**config.mk**
```make
export PLATFORM = sky130hd
export DESIGN_NAME = cache_axi_bridge
export DESIGN_NICKNAME = d
export VERILOG_FILES = /design/src/rtl/cache_axi_bridge.sv
export SDC_FILE = /design/constraint.sdc
export NUM_CORES = 1
export LEC_CHECK = 0
export BUFFER_PORTS_ARGS = -buffer_cell sky130_fd_sc_hd__buf_2
export CAP_MARGIN = 10
export CORE_AREA = 2 2 288 290
export CTS_CLUSTER_SIZE = 12
export DETAILED_ROUTE_END_ITERATION = 8
export DIE_AREA = 0 0 290 292
export SLEW_MARGIN = 10
export SYNTH_ARGS = -nofsm -noshare
export SYNTH_HDL_FRONTEND = slang
export SYNTH_SLANG_ARGS = --single-unit
```
**constraint.sdc**
```tcl
create_clock -name clk -period 1.5 [get_ports clk]
set_input_delay 0.075 -clock clk [delete_from_list [all_inputs] [get_ports clk]]
set_output_delay 0.075 -clock clk [all_outputs]
set_load 0.03 [all_outputs]
```
**src/rtl/cache_axi_bridge.sv**
```systemverilog
// cache_axi_bridge: single-beat cache-to-AXI4 bridge with independent read and write FSMs.
// Each accepted cache request becomes one AXI transaction with a single beat (len 0, INCR burst).
// Optional macro BRIDGE_RAW_CHECK_EN: a read is stalled while a write to the same
// 16-byte line is outstanding or is being accepted in the same cycle.
module cache_axi_bridge #(
  parameter int ADDR_WIDTH = 32,
  parameter int DATA_WIDTH = 128,
  parameter int ID_WIDTH   = 4
) (
  input  logic                    clk,
  input  logic                    rst,
  // cache read port
  input  logic                    rd_req,
  input  logic [2:0]              rd_type,
  input  logic [ADDR_WIDTH-1:0]   rd_addr,
  output logic                    rd_rdy,
  output logic                    ret_valid,
  output logic                    ret_last,
  output logic [DATA_WIDTH-1:0]   ret_data,
  // cache write port
  input  logic                    wr_req,
  input  logic [2:0]              wr_type,
  input  logic [ADDR_WIDTH-1:0]   wr_addr,
  input  logic [DATA_WIDTH/8-1:0] wr_wstrb,
  input  logic [DATA_WIDTH-1:0]   wr_data,
  output logic                    wr_rdy,
  // AXI AR
  output logic [ID_WIDTH-1:0]     arid,
  output logic [ADDR_WIDTH-1:0]   araddr,
  output logic [7:0]              arlen,
  output logic [2:0]              arsize,
  output logic [1:0]              arburst,
  output logic                    arvalid,
  input  logic                    arready,
  // AXI R
  input  logic [ID_WIDTH-1:0]     rid,
  input  logic [DATA_WIDTH-1:0]   rdata,
  input  logic [1:0]              rresp,
  input  logic                    rlast,
  input  logic                    rvalid,
  output logic                    rready,
  // AXI AW
  output logic [ID_WIDTH-1:0]     awid,
  output logic [ADDR_WIDTH-1:0]   awaddr,
  output logic [7:0]              awlen,
  output logic [2:0]              awsize,
  output logic [1:0]              awburst,
  output logic                    awvalid,
  input  logic                    awready,
  // AXI W
  output logic [DATA_WIDTH-1:0]   wdata,
  output logic [DATA_WIDTH/8-1:0] wstrb,
  output logic                    wlast,
  output logic                    wvalid,
  input  logic                    wready,
  // AXI B
  input  logic [ID_WIDTH-1:0]     bid,
  input  logic [1:0]              bresp,
  input  logic                    bvalid,
  output logic                    bready
);

  typedef enum logic [1:0] {R_IDLE, R_AR, R_R} rd_state_t;
  typedef enum logic [1:0] {W_IDLE, W_REQ, W_B} wr_state_t;

  rd_state_t                 r_rd_state, w_rd_next;
  wr_state_t                 r_wr_state, w_wr_next;
  logic [ADDR_WIDTH-1:0]     r_rd_addr, r_wr_addr;
  logic [2:0]                r_rd_type, r_wr_type;
  logic [DATA_WIDTH/8-1:0]   r_wr_wstrb;
  logic [DATA_WIDTH-1:0]     r_wr_data;
  logic                      r_aw_done, r_w_done;
  logic                      w_raw_block;
  logic                      w_aw_hs, w_w_hs;
  logic                      w_unused_axi;

  // Transfer-size encoding; reserved type codes fall back to a full line.
  function automatic logic [2:0] f_size(input logic [2:0] t);
    case (t)
      3'b000:  f_size = 3'd0;
      3'b001:  f_size = 3'd1;
      3'b010:  f_size = 3'd2;
      default: f_size = 3'd4;
    endcase
  endfunction

  // IDs, responses and rlast carry no information for a single-beat, single-ID master.
  assign w_unused_axi = ^{rid, rresp, rlast, bid, bresp};

  assign arid    = '0;
  assign arlen   = '0;
  assign arburst = 2'b01;
  assign araddr  = r_rd_addr;
  assign arsize  = f_size(r_rd_type);
  assign awid    = '0;
  assign awlen   = '0;
  assign awburst = 2'b01;
  assign awaddr  = r_wr_addr;
  assign awsize  = f_size(r_wr_type);
  assign wdata   = r_wr_data;
  assign wstrb   = r_wr_wstrb;
  assign wlast   = 1'b1;

`ifdef BRIDGE_RAW_CHECK_EN
  // Read-after-write hazard on the 16-byte line: outstanding write or one accepted this cycle.
  assign w_raw_block =
      ((r_wr_state != W_IDLE) && (r_wr_addr[ADDR_WIDTH-1:4] == rd_addr[ADDR_WIDTH-1:4])) ||
      (wr_req && wr_rdy && (wr_addr[ADDR_WIDTH-1:4] == rd_addr[ADDR_WIDTH-1:4]));
`else
  assign w_raw_block = 1'b0;
`endif

  // Read FSM state register.
  always_ff @(posedge clk or negedge rst) begin
    if (!rst) r_rd_state <= R_IDLE;
    else      r_rd_state <= w_rd_next;
  end

  // Latch the read request on acceptance so AR stays stable under backpressure.
  always_ff @(posedge clk or negedge rst) begin
    if (!rst) begin
      r_rd_addr <= '0;
      r_rd_type <= '0;
    end else if (rd_req && rd_rdy) begin
      r_rd_addr <= rd_addr;
      r_rd_type <= rd_type;
    end
  end

  // Read FSM next state and outputs; reset gating keeps rd_rdy low while rst is asserted.
  always_comb begin
    w_rd_next = r_rd_state;
    rd_rdy    = 1'b0;
    arvalid   = 1'b0;
    rready    = 1'b0;
    ret_valid = 1'b0;
    ret_last  = 1'b0;
    ret_data  = '0;
    case (r_rd_state)
      R_IDLE: begin
        rd_rdy = rst && !w_raw_block;
        if (rd_req && rd_rdy) w_rd_next = R_AR;
      end
      R_AR: begin
        arvalid = 1'b1;
        if (arready) w_rd_next = R_R;
      end
      R_R: begin
        rready = 1'b1;
        if (rvalid) begin
          ret_valid = 1'b1;
          ret_last  = 1'b1;
          ret_data  = rdata;
          w_rd_next = R_IDLE;
        end
      end
      default: w_rd_next = R_IDLE;
    endcase
  end

  // Write FSM state register.
  always_ff @(posedge clk or negedge rst) begin
    if (!rst) r_wr_state <= W_IDLE;
    else      r_wr_state <= w_wr_next;
  end

  // Latch the write request on acceptance.
  always_ff @(posedge clk or negedge rst) begin
    if (!rst) begin
      r_wr_addr  <= '0;
      r_wr_type  <= '0;
      r_wr_wstrb <= '0;
      r_wr_data  <= '0;
    end else if (wr_req && wr_rdy) begin
      r_wr_addr  <= wr_addr;
      r_wr_type  <= wr_type;
      r_wr_wstrb <= wr_wstrb;
      r_wr_data  <= wr_data;
    end
  end

  // Remember which of AW / W has already handshaken; cleared whenever W_REQ is left.
  always_ff @(posedge clk or negedge rst) begin
    if (!rst) begin
      r_aw_done <= 1'b0;
      r_w_done  <= 1'b0;
    end else if (w_wr_next != W_REQ) begin
      r_aw_done <= 1'b0;
      r_w_done  <= 1'b0;
    end else begin
      r_aw_done <= r_aw_done | w_aw_hs;
      r_w_done  <= r_w_done | w_w_hs;
    end
  end

  // Write FSM next state and outputs; AW and W valids drop independently.
  always_comb begin
    w_wr_next = r_wr_state;
    wr_rdy    = 1'b0;
    awvalid   = 1'b0;
    wvalid    = 1'b0;
    bready    = 1'b0;
    w_aw_hs   = 1'b0;
    w_w_hs    = 1'b0;
    case (r_wr_state)
      W_IDLE: begin
        wr_rdy = rst;
        if (wr_req && wr_rdy) w_wr_next = W_REQ;
      end
      W_REQ: begin
        awvalid = !r_aw_done;
        wvalid  = !r_w_done;
        w_aw_hs = awvalid && awready;
        w_w_hs  = wvalid && wready;
        if ((r_aw_done || w_aw_hs) && (r_w_done || w_w_hs)) w_wr_next = W_B;
      end
      W_B: begin
        bready = 1'b1;
        if (bvalid) w_wr_next = W_IDLE;
      end
      default: w_wr_next = W_IDLE;
    endcase
  end

endmodule

```
; After elaboration in Yosys (flattened, before gate mapping)
; Cells that the tools add are included.
[classes]
multipliers = 0
shift = 0
addsub = 0
magnitude_cmp = 0
div = 0
mux = 25
n_bitwise = 2
eq_ne = 12
reduce_logical = 16
[ops]
columns = operator, count
row1 = $mux W128, 2
row2 = $pmux W3 S3, 2
row3 = $mux W1, 13
row4 = $mux W2, 6
row5 = $pmux W2 S3, 2
row6 = $logic_and A1 B1 Y1, 7
row7 = $eq A3 B1 Y1 const B, 2
row8 = $eq A3 B2 Y1 const B, 2
row9 = $logic_not A3 Y1, 2
row10 = $ne A2 B2 Y1 const B, 3
row11 = $eq A2 B1 Y1 const B, 2
row12 = $eq A2 B2 Y1 const B, 2
row13 = $logic_not A2 Y1, 2
row14 = $reduce_and A3 Y1, 1
row15 = $logic_not A1 Y1, 2
row16 = $logic_or A1 B1 Y1, 2
row17 = $ne A2 B1 Y1 const B, 1
row18 = $or A1 B1 Y1, 2
[word_totals]
mem_bits_ro = 0
latch_bits = 0
mem_bits_rw = 0
regBits = 220
mem_count = 0
inputBits = 364

; Logic depth before layout (Yosys ltp)
; Gate-level depths: netlist (run 1).
[depth]
ltp_word = 8
depth_mapped = 7

; Least setup slack after synthesis (run 1)
; Ideal clock, no wire load.
[synth_path]
path_kind = register to register
from = register r_rd_state[1]
to = register r_rd_addr[10], in the netlist araddr[10]
stages_incl_launch_ff = 6
path_slack_ns = -0.652
n_path_buf = 2
synth_period_minus_slack_ns = 2.152
arrival_ns = 2.027
cell_sequence = dfrtp_1 -> nor3b_1 -> and2_1 -> buf_4 -> buf_4 -> mux2_2
[synth_between]
elab_chain_len = 3
[synth_rtl]
columns = item, line
row1 = start: declaration, 66  ; rd_state_t r_rd_state, w_rd_next;
row2 = start signal: assignment, 116  ; else r_rd_state <= w_rd_next;
row3 = $logic_not A2 Y1, 139  ; case (r_rd_state)
row4 = $mux W1, 139
row5 = via rd_rdy, 16  ; output logic rd_rdy,
row6 = $logic_and A1 B1 Y1, 124  ; end else if (rd_req && rd_rdy) begin
row7 = end signal: assignment, 125  ; r_rd_addr <= rd_addr;
row8 = end: declaration, 68  ; logic [ADDR_WIDTH-1:0] r_rd_addr, r_wr_addr;
; The timed path passes the listed nets, and every way through them passes these cells.
; A chain may end at the register's enable or synchronous reset.

; Final worst setup path (run 1)
[layout_path]
from = register r_rd_state[0]
to = output ret_data[65]
[layout_between]
elab_chain_len = 2
[layout_rtl]
columns = item, line
row1 = $eq A2 B2 Y1, 139
row2 = $mux W128, 139
row3 = end: declaration, 19  ; output logic [DATA_WIDTH-1:0] ret_data,
; Every way passes these cells.

==> flow_summary.ini, run 1 <==
[status]
status = finished, violations left
violations = setup timing

[sta]
setup_violations = 355
slew_viol_final = 0
fin_crit_ns = 1.99
setup_tns_ns = -108.50
rsz0062_at_grt = yes
timing.final.ws_setup_ns = -0.492
max_freq_mhz = 502
slew_headroom_pct = 54.5
holdWs_ns = 0.0599
hold_viol_final = 0
tightest_slew_ns = 0.680
post-route-period-util_pct = 133
clock_skew_ns = 0.00943

[synth]
synthTopCellsByArea = dfrtp_1 (55%), mux2_4 (15%), mux2_2 (13%), and3_1 (8.0%), buf_4 (2.8%)
syn_inst = 683
ys_seq_area_share_pct = 55.0
ys_warn_count = 0
syn-cell-area_mm2 = 0.0100
ys_seq_elements = 220
yosysTopAreaCell = dfrtp_1
synth.distinct_cells = 24
yosysTopAreaCellShare_pct = 55.0
syn_area_per_cell_um2 = 14.7

[drt]
drt_iter0_markers = 259
ant_nets = 0
vias = 9822
drtPass1Iterations = 4
drt-wirelength-per-cell_um = 19.0
drt-total-wl_um = 52800
vias_per_cell = 3.54
drcViolationCount = 0

[global_routing]
grt_max_degree = 78
antenna_found_initial = 1
overflow = 0
met2_usage_pct = 20.5
gr-usage-met1_pct = 12.1
grt_pass1_wl_um = 71400
grt_pass1_vias = 10400
use_met3_pct = 3.59
grt.total_usage_pct = 11.4
busiest_layer = met2

[placed_design]
dp_hpwl_um = 37700
io_buffers = 701
place_inst = 2447
gp_congestion = 0.877

[floorplan]
start_util_pct = 12.3
ios = 744
die_w_um = 290
core-area_mm2 = 0.0816
die_y_um = 292
die-area_mm2 = 0.0847
rows = 105

[clocking]
clockBufferDepth = 3
clk_pin_slew_worst_paths_ns = 0.06
cts_buffers = 26
cts_root_buf = clkbuf_16
clock_sinks = 220
clk_latency_ns = 0.57
cts.htree.levels = 1
cts_tree = yes

[power_and_ir_drop]
p_per_area_mw_per_mm2 = 1730
p_int_mw = 21.4
peakVddDrop_mv = 1.34
power.leakage_nw = 10.1
switching_share_pct = 42.0
seq_power_share_pct = 29.2
clkPwrFrac_pct = 17.1
p_comb_share_pct = 53.7
p_switching_mw = 15.5

[cells_and_area]
fin_cells = 2774
syn2layout_area_growth_pct = 113
final_core_util_pct = 26.2
final_nets = 2047
final_layout_size_suffix_gt1_share_pct = 70.9
fillCellCount = 8273

[worst_setup_path]
worstPathRequired_ns = 1.42
slowest_stage = dfrtp_2
start_kind = register
cp_common_cell = buf_12
max_stage_delay_ns = 0.42
crit_type = register to output pin
cp-end-kind = output pin
path_cells = nor2b_4 > buf_12 > buf_12 > buf_8 > and3_4 > buf_12
critPathMaxFanout = 9
crit_arrival_ns = 1.92

[worst_hold_path]
min-delay-path-class = input port to async pin

[job]
maxCapViolCount = 0
## per-layer routing
metal | part of all wire (%) | wire, um | up-vias
met3 | 7.8 | 4140 | 75
met4 | 4.7 | 2470 | 0
met1 | 36 | 19100 | 4856
met2 | 51 | 27000 | 514
li1 | - | - | 4377
met5 | 0 | 0 | -
## layout make-up
cell class | count | area [um^2] | area share (%)
Sequential cell | 220 | 5510 | 25.8
Multi-Input combinational cell | 404 | 4970 | 23.3
Inverter | 2 | 7.51 | 0.0352
Tap cell | 1070 | 1340 | 6.27
Clock inverter | 7 | 67.6 | 0.316
Antenna cell | 1 | 2.50 | 0.0117
Clock buffer | 41 | 787 | 3.69
Timing Repair Buffer | 1029 | 8660 | 40.6
## critical path: cells and delay by family (launching register included)
kind | cells | cell delay [ns]
simple gates | 2 | 0.34
buf+inv | 4 | 0.59
flops | 1 | 0.42
## logic make-up (layout without fill, tap and decap cells)
logic type             count (synthesis)  in the layout  share of synthesized area (%)
other                                  2             30                         0.0750
AO/OA/AOI/OAI                         12             12                          0.800
multiplexers                         214            214                           27.8
AND/OR/NAND/NOR                      149            149                           9.25
buffers and inverters                 86           1079                           7.04
flip-flops                           220            220                           55.0
## sequential cells by signal, indices dropped and copies added, names as in the netlist, 2 cells and up
signal and cells:
r_wr_state 2, wstrb 16, r_rd_state 2, araddr 32, r_wr_type 3, r_rd_type 3
awaddr 32, wdata 128
## synth_stat cells
master / instances
a21o_1: 3
a21oi_1: 4
a22o_1: 1
and2_1: 2
and3_1: 128
buf_12: 11
buf_4: 37
buf_6: 7
buf_8: 1
clkbuf_1: 28
conb_1: 2
dfrtp_1: 220
inv_1: 2
mux2_2: 114
mux2_4: 100
nand2_1: 1
nand2b_1: 2
nor2_1: 6
nor2b_1: 3
nor3b_1: 6
nor4bb_1: 1
o21ai_0: 1
o221ai_1: 2
o22ai_1: 1
## worst paths after layout
check	start	endpoint	slack (ns)	cells after the start
hold reg to reg	araddr[10]	araddr[10]	0.50	1
setup / recovery	r_rd_state[0]	ret_data[65]	-0.49	6
setup reg to reg	r_wr_state[1]	wdata[80]	-0.34	7
hold / removal	rst	r_wr_type[0]	0.06	4
min in group clk	rd_req	r_rd_state[0]	0.12	4
max in group asynchronous	rst	wdata[100]	0.41	4
## what timing repair did
item,4_1_cts,5_1_grt
setup endpoints to repair,358,359
cloned,17,10
hold endpoints to repair,355,15
hold buffers,219,2
gates resized for setup,461,120
pin swaps,44,51
buffers inserted,27,15
## power groups by stage
stage / logic, mW / registers, mW / clock network [mW]
floorplan: 6.14 / 15.9 / 0
global route: 20.5 / 11.1 / 6.76
finish: 19.8 / 10.8 / 6.30
detailed placement: 16.8 / 10.6 / 0
global placement: 16.5 / 10.7 / 0
CTS: 19.1 / 10.6 / 6.55
## stage by stage
step	instance area (um^2)	worst slack, ns	power, mW
2_1_floorplan	10400	-0.191	22.0
3_3_place_gp	15300	-0.232	27.2
3_5_place_dp	15300	-0.254	27.4
4_1_cts	20700	-0.552	36.3
5_1_grt	21300	-0.558	38.4
6_report	21300	-0.492	36.9
## cell usage in the layout (no fill, tap or decap), drive strengths merged, types with 2 or more instances in the layout
master / n
nor2b: 3
buf: 799
a21oi: 4
nor2: 6
clkinv: 7
nand2b: 2
and3: 128
clkbuf: 50
dfrtp: 220
mux2: 214
a21o: 3
nor3b: 6
conb: 29
dlygate4sd3: 220
o221ai: 2
and2: 2
inv: 2
Note: power is estimated with default switching activity, not from simulation.
==> run 2: changes to the inputs <==
- PLACE_DENSITY: unset -> 0.44
==> run 2 against run 1 <==
  * The flow still finishes with violations (setup timing)
  * Sequential share of layout area up 1.1 points
  * Clock-buffer cell count is the same
  * Flip-flop and latch count unchanged
  * Critical path depth rose by 1
  * Core utilization shrank 1.1 points
  * Sequential power about the same
  * Combinational power fell by 5%
  * Cell count fell by 0.61%
  * Largest power group unchanged
==> flow_summary.ini, run 2 (same netlist as run 1, synthesis figures left out) <==
[worst_setup_path]
cp_num_buf_inv = 5
crit_arrival_ns = 1.97
max_stage_delay_ns = 0.38
worstPathRequired_ns = 1.42
slowest_stage = dfrtp_1
crit_type = register to output pin
path_delay_family = buffers and inverters
start_kind = register
cp_common_cell = buf_12
path_cells = buf_6 > nor2b_4 > buf_12 > buf_12 > buf_12 > and3_1 > buf_4
cp-end-kind = output pin
critPathMaxFanout = 17

[power_and_ir_drop]
p_per_area_mw_per_mm2 = 1780
seq_power_share_pct = 29.3
power.leakage_nw = 9.99
peakVddDrop_mv = 1.08
switching_share_pct = 42.1
p_int_mw = 21.1
p_comb_share_pct = 51.9
p_switching_mw = 15.3
clkPwrFrac_pct = 18.8

[sta]
slew_viol_final = 0
fin_crit_ns = 2.04
hold_viol_final = 0
tightest_slew_ns = 0.577
timing.final.ws_setup_ns = -0.540
clock_skew_ns = 0.0190
post-route-period-util_pct = 136
max_freq_mhz = 490
rsz0062_at_grt = yes
slew_headroom_pct = 61.5
setup_violations = 354

[cells_and_area]
final_nets = 2023
fillCellCount = 8542
layout_commonest_cell = buf_2
layout_common_cells = buf_2 (565), dfrtp_1 (220), dlygate4sd3_1 (219), mux2_4 (189), buf_6 (130)
final_core_util_pct = 25.0
syn2layout_area_growth_pct = 104
largest_register_ff_count = 128
fin_cells = 2757
final_layout_size_suffix_gt1_share_pct = 67.3

[drt]
drt-wirelength-per-cell_um = 18.9
vias_per_cell = 3.45
drt_iter0_markers = 237
vias = 9502
drt-total-wl_um = 52200
ant_nets = 0
drtPass1Iterations = 4
drcViolationCount = 0

[clocking]
clockBufferDepth = 3
cts_buffers = 28
clock_sinks = 220
clk_pin_slew_worst_paths_ns = 0.06
cts_tree = yes
cts.htree.levels = 1
cts_root_buf = clkbuf_16
clk_latency_ns = 0.58

[global_routing]
antenna_found_initial = 10
grt_max_degree = 87
grt.total_usage_pct = 10.8
overflow = 0
grt_pass1_wl_um = 69100
grt_pass1_vias = 10100

[status]
status = finished, violations left
violations = setup timing

[placed_design]
io_buffers = 701
place_inst = 2444
gp_congestion = 0.928
dp_hpwl_um = 38800

[floorplan]
rows = 105
die_y_um = 292
start_util_pct = 12.3
die-area_mm2 = 0.0847
core-area_mm2 = 0.0816
die_w_um = 290
ios = 744

[job]
maxCapViolCount = 0

[worst_hold_path]
min-delay-path-class = input port to register
==> run 2: worst paths after layout <==
kind / from / cells after the start / endpoint / slack, ns
max: r_rd_state[0] / 7 / ret_data[93] / -0.54
min: rvalid / 4 / r_rd_state[1] / 0.11
max reg2reg: r_rd_state[0] / 5 / araddr[21] / -0.35
min reg2reg: araddr[13] / 1 / araddr[13] / 0.50
max in group asynchronous: rst / 5 / wdata[108] / 0.21
min in group asynchronous: rst / 4 / awaddr[22] / 0.45
==> run 2: metal layers <==
layer | wire length [um] | vias to the layer above | global-route usage [%]
met5 | 8 | - | 0
met4 | 1360 | 2 | 3.16
met3 | 3200 | 55 | 2.66
met2 | 25100 | 428 | 18.3
met1 | 22500 | 4693 | 13.7
li1 | - | 4324 | -
==> run 2: per-stage QoR <==
| step | total power, mW | setup WS [ns] | instance area (um^2) | hold slack (ns) | TNS [ns] |
|---|---|---|---|---|---|
| finish | 36.4 | -0.540 | 20400 | 0.114 | -114.62 |
| global route | 38.0 | -0.619 | 20400 | 0.0996 | -142.86 |
| CTS | 35.3 | -0.635 | 18700 | 0.00713 | -117.59 |
| detailed placement | 27.4 | -0.243 | 15100 | 0.181 | -39.26 |
| global placement | 27.2 | -0.225 | 15100 | 0.175 | -39.06 |
| floorplan | 22.0 | -0.191 | 10400 | -0.221 | -27.44 |
==> run 2: layout make-up <==
| class | instances | area, um^2 | share of cell area (%) |
|---|---|---|---|
| well taps | 1070 | 1340 | 6.55 |
| inverters | 2 | 7.51 | 0.0368 |
| clock buffers | 41 | 830 | 4.06 |
| diodes | 6 | 15.0 | 0.0735 |
| flip-flops and latches | 220 | 5510 | 27.0 |
| clock inverters | 11 | 106 | 0.521 |
| repair buffers | 1003 | 7940 | 38.8 |
| multi-input cells | 404 | 4690 | 23.0 |
==> run 2: tightest hold or removal path: stages <==
cell    delay [ns]
buf_2         0.12
buf_12        0.19
inv_1         0.09
a22o_1        0.12
==> run 2: power groups by stage <==
stage | combinational [mW] | sequential [mW] | clock, mW
after floorplan | 6.14 | 15.9 | 0
after global placement | 16.7 | 10.6 | 0
after detailed placement | 16.8 | 10.6 | 0
after CTS | 17.5 | 10.6 | 7.18
after global routing | 19.6 | 11.0 | 7.37
final | 18.9 | 10.7 | 6.86
==> run 2: what timing repair did <==
item	CTS	global route
hold endpoints to repair	388	30
gates cloned	1	23
hold buffers	219	1
gates resized for setup	162	329
pin swaps	0	22
setup buffers	2	11
endpoints found under the setup margin	358	359
